$ cat src/rtl/calc1_port_sched_if.sv
// Signal bundle between four calc1 requester ports, the port scheduler and the shared ALU.
interface calc1_port_sched_if;
  logic [3:0]  req1_cmd_in,  req2_cmd_in,  req3_cmd_in,  req4_cmd_in;
  logic [31:0] req1_data_in, req2_data_in, req3_data_in, req4_data_in;
  logic [1:0]  out_resp1, out_resp2, out_resp3, out_resp4;
  logic [31:0] out_data1, out_data2, out_data3, out_data4;
  logic        alu_valid;
  logic [3:0]  alu_cmd;
  logic [31:0] alu_op1, alu_op2;
  logic        alu_done;
  logic [1:0]  alu_resp;
  logic [31:0] alu_result;

  modport slave (
    input  req1_cmd_in, req2_cmd_in, req3_cmd_in, req4_cmd_in,
    input  req1_data_in, req2_data_in, req3_data_in, req4_data_in,
    input  alu_done, alu_resp, alu_result,
    output out_resp1, out_resp2, out_resp3, out_resp4,
    output out_data1, out_data2, out_data3, out_data4,
    output alu_valid, alu_cmd, alu_op1, alu_op2
  );

  modport master (
    output req1_cmd_in, req2_cmd_in, req3_cmd_in, req4_cmd_in,
    output req1_data_in, req2_data_in, req3_data_in, req4_data_in,
    output alu_done, alu_resp, alu_result,
    input  out_resp1, out_resp2, out_resp3, out_resp4,
    input  out_data1, out_data2, out_data3, out_data4,
    input  alu_valid, alu_cmd, alu_op1, alu_op2
  );
endinterface

$ cat src/rtl/calc1_port_sched.sv
// Four-port calc1 request front end: buffers two-cycle requests, rejects bad commands
// locally and shares one ALU round-robin with a completion timeout.
module calc1_port_sched #(
  parameter int unsigned TIMEOUT_CYC = 64,
  parameter logic [1:0]  TO_RESP     = 2'b11
) (
  input logic               c_clk,
  input logic               reset,
  calc1_port_sched_if.slave bus
);
  localparam int unsigned   CW      = $clog2(TIMEOUT_CYC + 1);
  localparam logic [CW-1:0] TO_LAST = CW'(TIMEOUT_CYC - 1);

  typedef enum logic [1:0] {P_IDLE, P_OP2, P_PEND, P_RUN} port_st_e;
  typedef enum logic {A_FREE, A_BUSY} alu_st_e;

  logic [3:0]    w_cmd_in  [4];
  logic [31:0]   w_data_in [4];

  port_st_e      r_pst     [4];
  port_st_e      w_pst_nxt [4];
  logic [3:0]    r_cmd     [4];
  logic [31:0]   r_op1     [4];
  logic [31:0]   r_op2     [4];
  logic [1:0]    r_resp    [4];
  logic [31:0]   r_rdata   [4];

  alu_st_e       r_ast, w_ast_nxt;
  logic [1:0]    r_ptr, r_owner;
  logic [CW-1:0] r_to_cnt;
  logic          r_alu_valid;
  logic [3:0]    r_alu_cmd;
  logic [31:0]   r_alu_op1, r_alu_op2;

  logic [3:0]    w_cand;
  logic [1:0]    w_scan, w_gidx;
  logic          w_grant, w_timeout, w_finish;

  function automatic logic cmd_ok(input logic [3:0] c);
    return (c == 4'd1) || (c == 4'd2) || (c == 4'd5) || (c == 4'd6);
  endfunction

  always_comb begin
    w_cmd_in[0]  = bus.req1_cmd_in;  w_cmd_in[1]  = bus.req2_cmd_in;
    w_cmd_in[2]  = bus.req3_cmd_in;  w_cmd_in[3]  = bus.req4_cmd_in;
    w_data_in[0] = bus.req1_data_in; w_data_in[1] = bus.req2_data_in;
    w_data_in[2] = bus.req3_data_in; w_data_in[3] = bus.req4_data_in;
  end

  // Ports finishing OP2 with a good command already compete for the ALU, so an
  // uncontended request launches two cycles after its command cycle.
  always_comb begin
    w_timeout = (r_ast == A_BUSY) && !bus.alu_done && (r_to_cnt == TO_LAST);
    w_finish  = (r_ast == A_BUSY) && (bus.alu_done || w_timeout);
    for (int unsigned k = 0; k < 4; k++) begin
      w_cand[k] = (r_pst[k] == P_PEND) || ((r_pst[k] == P_OP2) && cmd_ok(r_cmd[k]));
    end
    w_grant = 1'b0;
    w_gidx  = r_ptr;
    w_scan  = '0;
    for (int unsigned i = 0; i < 4; i++) begin
      w_scan = r_ptr + 2'(i);
      if (!w_grant && w_cand[w_scan]) begin
        w_grant = 1'b1;
        w_gidx  = w_scan;
      end
    end
    if (!((r_ast == A_FREE) || w_finish)) w_grant = 1'b0;

    w_ast_nxt = r_ast;
    if (w_finish) w_ast_nxt = A_FREE;
    if (w_grant)  w_ast_nxt = A_BUSY;

    for (int unsigned k = 0; k < 4; k++) begin
      w_pst_nxt[k] = r_pst[k];
      case (r_pst[k])
        P_IDLE:  if (w_cmd_in[k] != '0) w_pst_nxt[k] = P_OP2;
        P_OP2:   w_pst_nxt[k] = cmd_ok(r_cmd[k]) ? P_PEND : P_IDLE;
        P_PEND:  w_pst_nxt[k] = P_PEND;
        P_RUN:   if (w_finish) w_pst_nxt[k] = P_IDLE;
        default: w_pst_nxt[k] = P_IDLE;
      endcase
      if (w_grant && (w_gidx == 2'(k))) w_pst_nxt[k] = P_RUN;
    end
  end

  always_ff @(posedge c_clk) begin
    if (reset) begin
      r_ast       <= A_FREE;
      r_ptr       <= '0;
      r_owner     <= '0;
      r_to_cnt    <= '0;
      r_alu_valid <= 1'b0;
      r_alu_cmd   <= '0;
      r_alu_op1   <= '0;
      r_alu_op2   <= '0;
      for (int unsigned k = 0; k < 4; k++) begin
        r_pst[k]   <= P_IDLE;
        r_cmd[k]   <= '0;
        r_op1[k]   <= '0;
        r_op2[k]   <= '0;
        r_resp[k]  <= '0;
        r_rdata[k] <= '0;
      end
    end else begin
      r_ast       <= w_ast_nxt;
      r_alu_valid <= w_grant;
      for (int unsigned k = 0; k < 4; k++) begin
        r_pst[k]   <= w_pst_nxt[k];
        r_resp[k]  <= '0;
        r_rdata[k] <= '0;
        if ((r_pst[k] == P_IDLE) && (w_cmd_in[k] != '0)) begin
          r_cmd[k] <= w_cmd_in[k];
          r_op1[k] <= w_data_in[k];
        end
        if (r_pst[k] == P_OP2) begin
          r_op2[k] <= w_data_in[k];
          if (!cmd_ok(r_cmd[k])) r_resp[k] <= 2'd2;
        end
      end
      if (w_finish) begin
        if (bus.alu_done) begin
          r_resp[r_owner]  <= bus.alu_resp;
          r_rdata[r_owner] <= (bus.alu_resp == 2'd1) ? bus.alu_result : '0;
        end else begin
          r_resp[r_owner]  <= TO_RESP;
        end
      end
      if (w_grant) begin
        r_alu_cmd <= r_cmd[w_gidx];
        r_alu_op1 <= r_op1[w_gidx];
        r_alu_op2 <= (r_pst[w_gidx] == P_OP2) ? w_data_in[w_gidx] : r_op2[w_gidx];
        r_owner   <= w_gidx;
        r_ptr     <= w_gidx + 2'd1;
      end
      if (w_grant || w_finish) r_to_cnt <= '0;
      else if (r_ast == A_BUSY) r_to_cnt <= r_to_cnt + CW'(1);
    end
  end

  always_comb begin
    bus.out_resp1 = r_resp[0];  bus.out_data1 = r_rdata[0];
    bus.out_resp2 = r_resp[1];  bus.out_data2 = r_rdata[1];
    bus.out_resp3 = r_resp[2];  bus.out_data3 = r_rdata[2];
    bus.out_resp4 = r_resp[3];  bus.out_data4 = r_rdata[3];
    bus.alu_valid = r_alu_valid;
    bus.alu_cmd   = r_alu_cmd;
    bus.alu_op1   = r_alu_op1;
    bus.alu_op2   = r_alu_op2;
  end
endmodule

$ cat src/flat_wrapper.sv
// flat-port wrapper written by rule: the top's interface ports become plain ports
module calc1_port_sched_flat 
#(
  parameter int unsigned TIMEOUT_CYC = 64,
  parameter logic [1:0]  TO_RESP     = 2'b11
)
  (c_clk, reset, bus_req1_cmd_in, bus_req2_cmd_in, bus_req3_cmd_in, bus_req4_cmd_in, bus_req1_data_in, bus_req2_data_in, bus_req3_data_in, bus_req4_data_in, bus_alu_done, bus_alu_resp, bus_alu_result, bus_out_resp1, bus_out_resp2, bus_out_resp3, bus_out_resp4, bus_out_data1, bus_out_data2, bus_out_data3, bus_out_data4, bus_alu_valid, bus_alu_cmd, bus_alu_op1, bus_alu_op2);
  calc1_port_sched_if bus_i ();
  input logic c_clk;
  input logic reset;
  input wire logic [$bits(bus_i.req1_cmd_in)-1:0] bus_req1_cmd_in;
  input wire logic [$bits(bus_i.req2_cmd_in)-1:0] bus_req2_cmd_in;
  input wire logic [$bits(bus_i.req3_cmd_in)-1:0] bus_req3_cmd_in;
  input wire logic [$bits(bus_i.req4_cmd_in)-1:0] bus_req4_cmd_in;
  input wire logic [$bits(bus_i.req1_data_in)-1:0] bus_req1_data_in;
  input wire logic [$bits(bus_i.req2_data_in)-1:0] bus_req2_data_in;
  input wire logic [$bits(bus_i.req3_data_in)-1:0] bus_req3_data_in;
  input wire logic [$bits(bus_i.req4_data_in)-1:0] bus_req4_data_in;
  input wire logic [$bits(bus_i.alu_done)-1:0] bus_alu_done;
  input wire logic [$bits(bus_i.alu_resp)-1:0] bus_alu_resp;
  input wire logic [$bits(bus_i.alu_result)-1:0] bus_alu_result;
  output wire logic [$bits(bus_i.out_resp1)-1:0] bus_out_resp1;
  output wire logic [$bits(bus_i.out_resp2)-1:0] bus_out_resp2;
  output wire logic [$bits(bus_i.out_resp3)-1:0] bus_out_resp3;
  output wire logic [$bits(bus_i.out_resp4)-1:0] bus_out_resp4;
  output wire logic [$bits(bus_i.out_data1)-1:0] bus_out_data1;
  output wire logic [$bits(bus_i.out_data2)-1:0] bus_out_data2;
  output wire logic [$bits(bus_i.out_data3)-1:0] bus_out_data3;
  output wire logic [$bits(bus_i.out_data4)-1:0] bus_out_data4;
  output wire logic [$bits(bus_i.alu_valid)-1:0] bus_alu_valid;
  output wire logic [$bits(bus_i.alu_cmd)-1:0] bus_alu_cmd;
  output wire logic [$bits(bus_i.alu_op1)-1:0] bus_alu_op1;
  output wire logic [$bits(bus_i.alu_op2)-1:0] bus_alu_op2;
  assign bus_i.req1_cmd_in = bus_req1_cmd_in;
  assign bus_i.req2_cmd_in = bus_req2_cmd_in;
  assign bus_i.req3_cmd_in = bus_req3_cmd_in;
  assign bus_i.req4_cmd_in = bus_req4_cmd_in;
  assign bus_i.req1_data_in = bus_req1_data_in;
  assign bus_i.req2_data_in = bus_req2_data_in;
  assign bus_i.req3_data_in = bus_req3_data_in;
  assign bus_i.req4_data_in = bus_req4_data_in;
  assign bus_i.alu_done = bus_alu_done;
  assign bus_i.alu_resp = bus_alu_resp;
  assign bus_i.alu_result = bus_alu_result;
  assign bus_out_resp1 = bus_i.out_resp1;
  assign bus_out_resp2 = bus_i.out_resp2;
  assign bus_out_resp3 = bus_i.out_resp3;
  assign bus_out_resp4 = bus_i.out_resp4;
  assign bus_out_data1 = bus_i.out_data1;
  assign bus_out_data2 = bus_i.out_data2;
  assign bus_out_data3 = bus_i.out_data3;
  assign bus_out_data4 = bus_i.out_data4;
  assign bus_alu_valid = bus_i.alu_valid;
  assign bus_alu_cmd = bus_i.alu_cmd;
  assign bus_alu_op1 = bus_i.alu_op1;
  assign bus_alu_op2 = bus_i.alu_op2;
  calc1_port_sched #(.TIMEOUT_CYC(TIMEOUT_CYC), .TO_RESP(TO_RESP)) u_core (.c_clk(c_clk), .reset(reset), .bus(bus_i));
endmodule
$ cat config.mk
export PLATFORM = sky130hd
export DESIGN_NAME = calc1_port_sched_flat
export DESIGN_NICKNAME = d
export VERILOG_FILES = /design/src/rtl/calc1_port_sched_if.sv /design/src/rtl/calc1_port_sched.sv /design/src/flat_wrapper.sv
export SDC_FILE = /design/constraint.sdc
export NUM_CORES = 1
export LEC_CHECK = 0
export CAP_MARGIN = 30
export CORE_MARGIN = 1
export CORE_UTILIZATION = 40
export DETAILED_ROUTE_END_ITERATION = 8
export GPL_TIMING_DRIVEN = 0
export MAX_ROUTING_LAYER = met4
export SETUP_SLACK_MARGIN = 0.02
export SYNTH_ARGS = -nofsm -noshare
export SYNTH_HDL_FRONTEND = slang
export SYNTH_SLANG_ARGS = --single-unit
$ cat constraint.sdc
create_clock -name c_clk -period 3.1 [get_ports c_clk]
set_input_delay 0.465 -clock c_clk [delete_from_list [all_inputs] [get_ports c_clk]]
set_output_delay 0.465 -clock c_clk [all_outputs]
set_load 0.02 [all_outputs]
# [After elaboration in Yosys (flattened, before gate mapping)]
# Memories as Yosys holds them, arrays and structs flattened. A register that Yosys moved wholly into a read port is not among the register bits.
# Cells that the tools add are included.
[word_totals] regBits=45 latch_bits=0 ramBits=416 rom_bits=0 inputBits=181 output_inout_bits=205 elab_cells=262 mem_count=6
[classes] add_sub_neg=5 mul=0 n_div=0 order_cmp=5 eq_ne=34 shifts=0 n_mux=123 n_bitwise=31 reduce_logical=52
[mem_list] memory="u_core.r_op1" words=4 word_bits=32 read_ports=1 rd_clocked_by_memory_dff=1 wr=4 line="calc1_port_sched.sv:23" source="logic [31:0] r_op1 [4];"
[mem_list] memory="u_core.r_op2" words=4 word_bits=32 read_ports=1 rd_clocked_by_memory_dff=0 wr=4 line="calc1_port_sched.sv:24" source="logic [31:0] r_op2 [4];"
[mem_list] memory="u_core.r_rdata" words=4 word_bits=32 read_ports=4 rd_clocked_by_memory_dff=0 wr=5 line="calc1_port_sched.sv:26" source="logic [31:0] r_rdata [4];"
[mem_list] memory="u_core.r_cmd" words=4 word_bits=4 read_ports=5 rd_clocked_by_memory_dff=1 wr=4 line="calc1_port_sched.sv:22" source="logic [3:0] r_cmd [4];"
[mem_list] memory="u_core.r_pst" words=4 word_bits=2 read_ports=5 rd_clocked_by_memory_dff=0 wr=4 line="calc1_port_sched.sv:20" source="port_st_e r_pst [4];"
[mem_list] memory="u_core.r_resp" words=4 word_bits=2 read_ports=4 rd_clocked_by_memory_dff=0 wr=5 line="calc1_port_sched.sv:25" source="logic [1:0] r_resp [4];"
[ops] operator="2-to-1 mux 32 bit" n=16
[ops] operator="binary-select mux 32 bit (select 2 bit)" n=1
[ops] operator="2-to-1 mux 2 bit" n=32
[ops] operator="2-to-1 mux 1 bit" n=62
[ops] operator="equality test 4 x 3 -> 1 bit, second input constant" n=8
[ops] operator="one-hot mux 2 bit (4 select lines)" n=4
[ops] operator="OR 1 bit" n=29
[ops] operator="equality test 2 bit, second input constant" n=10
[ops] operator="logical OR 1 bit" n=19
[ops] operator="logical AND 1 bit" n=18
[ops] operator="equality test 4 x 1 -> 1 bit, second input constant" n=4
[ops] operator="equality test 4 x 2 -> 1 bit, second input constant" n=4
[ops] operator="2-to-1 mux 4 bit" n=4
[ops] operator="nonzero test 4 bit" n=4
[ops] operator="equality test 2 x 1 -> 1 bit, second input constant" n=7
[ops] operator="< comparator 2 x 3 -> 1 bit, second input constant" n=4
[ops] operator="zero test 2 bit" n=5
[ops] operator="binary-select mux 1 bit (select 2 bit)" n=4
[ops] operator="adder 7 x 1 -> 7 bit, second input constant" n=1
[ops] operator="equality test 7 x 6 -> 1 bit, second input constant" n=1
[ops] operator="adder 2 x 1 -> 2 bit, second input constant" n=2
[ops] operator="adder 2 bit, second input constant" n=2
[ops] operator="zero test 1 bit" n=4
[ops] operator=">= comparator 3 bit, second input constant" n=1
[ops] operator="4 further kinds" n=4

# [Longest topological paths before layout]
[logic_depth] ltp_word=23 ltp_mapped=11 ltp_nobuf=8

# [Least setup slack after synthesis]
# OpenSTA, ideal clock, no wires.
[synth_path] path_type="reg2reg" startpoint="memory u_core.r_cmd[2][0]" endpoint="register u_core.r_alu_op2[15] (netlist: u_core.bus.alu_op2[15])" setup_time_ns=0.086 arrival_ns=2.568 required_time_ns=3.014 path_slack_ns=0.446 stages_incl_launch_ff=9 n_path_buf=2 period_less_slack_ns=2.654 path_cell_list="edfxtp_1 > xnor2_1 > o31a_1 > o21ai_0 > a311oi_4 > buf_2 > clkbuf_1 > mux2_2 > a211oi_1"
[synth_lines] item="from (decl)" line="calc1_port_sched.sv:22"
[synth_lines] item="to (signal assigned)" line="calc1_port_sched.sv:132" source="r_alu_op2 <= (r_pst[w_gidx] == P_OP2) ? w_data_in[w_gidx] : r_op2[w_gidx];"
[synth_lines] item="to (decl)" line="calc1_port_sched.sv:33" source="logic [31:0] r_alu_op1, r_alu_op2;"

==> impl_metrics.json <==
{
  "status": "complete, no violations",
  "drt_wl_total_microns": 79600,
  "rows": 83,
  "whs_ps": 449,
  "async_flop_share": 0,
  "ff2ff_path_depth": 10,
  "fill_cells": 4460,
  "fmax_mhz": 330,
  "finalSetupViolations": 0,
  "utilization": 0.545,
  "drc": 0,
  "grt_pass1_vias": 16800,
  "hp-class": "input pin to register",
  "wl_per_cell_microns": 26.5,
  "clock_sinks": 497,
  "fin_worst_skew_ps": 22.6,
  "maxCapViolations": 0,
  "gr-total-overflow": 0,
  "gp_congestion": 0.945,
  "endpoint": "u_core.bus.alu_op2[6]",
  "nNetsFinal": 2473,
  "ff2ff_setup_slack_ps": 70,
  "rr_endpoint": "u_core.bus.alu_op2[6]",
  "tns_ps": 0,
  "dp_cells": 2903,
  "cts_buffer_depth": 3,
  "ir_worst_vdd_v": 0.000832,
  "drt_iter0_drc": 1728,
  "initial_core_util": 0.409,
  "instances_no_fill": 3011,
  "synth-edff-count": 278,
  "crit_fanout": 10,
  "crit_arrival_ps": 3520,
  "rsz0062_at_grt": "true",
  "endpoint_kind": "register",
  "final_common_cell": "clkdlybuf4s50_1",
  "finalHoldViolCount": 0,
  "insertion_delay_ps": 630,
  "place_hpwl_microns": 58300,
  "drt.antenna.violating_nets": 0,
  "yosysUniqueCellTypes": 55,
  "cts_tree": "built",
  "vias": 17000,
  "die_w_microns": 232,
  "dieArea_sq_mm": 0.0539,
  "ys.flop_type": "edfxtp_1",
  "ys_ff_latch": 497,
  "ioPinCount": 386,
  "path_clk_slew_ps": 60,
  "dr.pass1.iters": 7,
  "ys_warn_count": 0,
  "startpoint_type": "register",
  "grt_max_degree": 25,
  "syn-instance-count": 1826,
  "power_mw": 33.4,
  "final_max_slew_viol_count": 0,
  "criticalPathCategory": "register to register",
  "relSlewSlack": 0.292,
  "critPathLaunch": "u_core.r_cmd[2][0]",
  "syn_area_sq_mm": 0.0212,
  "port-buffer-count": 384,
  "vias_per_cell": 5.66,
  "coreArea_sq_mm": 0.0518,
  "reg2reg_from": "u_core.r_cmd[2][0]",
  "ys_seq_area_frac": 0.601,
  "crit_required_ps": 3590,
  "p_leak_nw": 10.5,
  "layout_common_cells": "384 x clkdlybuf4s50_1, 289 x and2_1, 278 x edfxtp_1, 218 x dfxtp_1, 159 x nor2_1",
  "drive_above_1_share": 0.117,
  "cts_buffers": 54,
  "clockRootBuffer": "clkbuf_16",
  "grtUsageTotal": 0.300,
  "syn2layout_area_growth_pct": 33.3,
  "cts_htree_levels": 2,
  "worstMarginPinSlew_ps": 1050,
  "min_period_over_period": 0.978,
  "min_period_ps": 3030,
  "syn_area_per_cell_sq_um": 11.6,
  "grt_pass1_wl_microns": 114000,
  "power_density_mw_per_mm2": 1180,
  "antenna_found_initial": 1,
  "fp.dieH_microns": 232
}
==> how the worst min path moves through the flow <==
stage	start	end	slack [ps]	cells after the start
2_1_floorplan	u_core.r_to_cnt[6]	u_core.r_to_cnt[6]	460	2
3_3_place_gp	u_core.bus.alu_op1[26]	u_core.bus.alu_op1[26]	440	2
3_5_place_dp	u_core.bus.alu_op1[5]	u_core.bus.alu_op1[5]	450	2
4_1_cts	bus_alu_result[31]	u_core.r_rdata[3][31]	430	3
5_1_grt	bus_alu_result[7]	u_core.r_rdata[0][7]	460	3
6_report	bus_alu_result[7]	u_core.r_rdata[0][7]	450	3
==> critical path: stages (launching register included) <==
cell	delay (ps)
edfxtp_1	470
xnor2_4	220
o31a_1	420
a311oi_4	360
buf_12	170
nor3_4	50
buf_6	150
a211oi_4	390
buf_2	360
o221a_2	250
a211oi_1	50
==> final cells by class <==
type	count	area, sq um	area share
buffer	153	807	0.0286
tap	680	851	0.0301
inverter	5	21.3	0.000753
clock inverter	17	148	0.00523
antenna	1	2.50	0.0000886
timing repair buffer	401	4100	0.145
clock buffer	82	1630	0.0577
multi-input combinational	1175	7960	0.282
sequential	497	12700	0.451
==> per-layer routing <==
layer / track usage / up-vias / wire [microns]
met5: - / - / 0
met1: 0.389 / 8408 / 33300
met2: 0.476 / 896 / 37600
met4: 0.0942 / 0 / 2310
met3: 0.0510 / 162 / 6500
li1: - / 7573 / -
==> repair_timing <==
item,4_1_cts,5_1_grt
setup buffers,5,3
hold buffers,0,0
resized for setup,65,85
pin swaps,2,6
setup endpoints to repair,87,78
==> where the power goes <==
| group | switching [mW] | internal (mW) |
|---|---|---|
| clock | 2.74 | 3.71 |
| sequential | 0.698 | 8.89 |
| combinational | 11.1 | 6.27 |
==> logic make-up (layout without fill, tap and decap cells) <==
| family | Yosys count | count (layout) | share of synthesized area |
|---|---|---|---|
| and+or+nand+nor | 650 | 650 | 0.156 |
| DFF | 497 | 497 | 0.601 |
| AOI/OAI and AO/OA | 406 | 406 | 0.156 |
| buffers and inverters | 159 | 658 | 0.0312 |
| muxes | 99 | 99 | 0.0487 |
| xor gates and xnor gates | 9 | 9 | 0.00372 |
| adders and majority gates | 5 | 5 | 0.00295 |
| other | 1 | 7 | 0.000177 |
==> registers in the layout, summed over array words and instances, names as in the netlist, 2 cells and up <==
| register | cells |
|---|---|
| u_core.r_owner | 2 |
| u_core.r_ptr | 2 |
| u_core.r_resp | 8 |
| u_core.bus.alu_op1 | 32 |
| u_core.r_rdata | 128 |
| u_core.r_to_cnt | 7 |
| u_core.r_op2 | 128 |
| u_core.bus.alu_cmd | 4 |
| u_core.r_cmd | 16 |
| u_core.bus.alu_op2 | 32 |
| u_core.r_op1 | 128 |
| u_core.r_pst | 8 |
==> cells in the mapped netlist, drive strengths merged, types with 7 or more instances <==
master	n	area, sq um
clkbuf	124	465
a21oi	54	270
o21bai	32	240
a211oi	116	881
buf	30	176
and2	289	1810
o31a	79	692
edfxtp	278	8350
dfxtp	219	4380
nor2	160	601
nor2b	7	43.8
a221oi	23	201
a311o	36	360
mux2i	67	671
nor3	9	56.3
nand2b	17	114
nand2	150	563
o221a	30	338
mux2	32	360
==> stage by stage <==
step | setup slack, ps | instance area, sq um
6_report | 68.7 | 28300
5_1_grt | -14.0 | 28300
4_1_cts | 7.31 | 28100
3_5_place_dp | -951 | 26100
3_3_place_gp | -1290 | 25900
2_1_floorplan | 446 | 21200
Note: power is estimated with default switching activity, not from simulation.
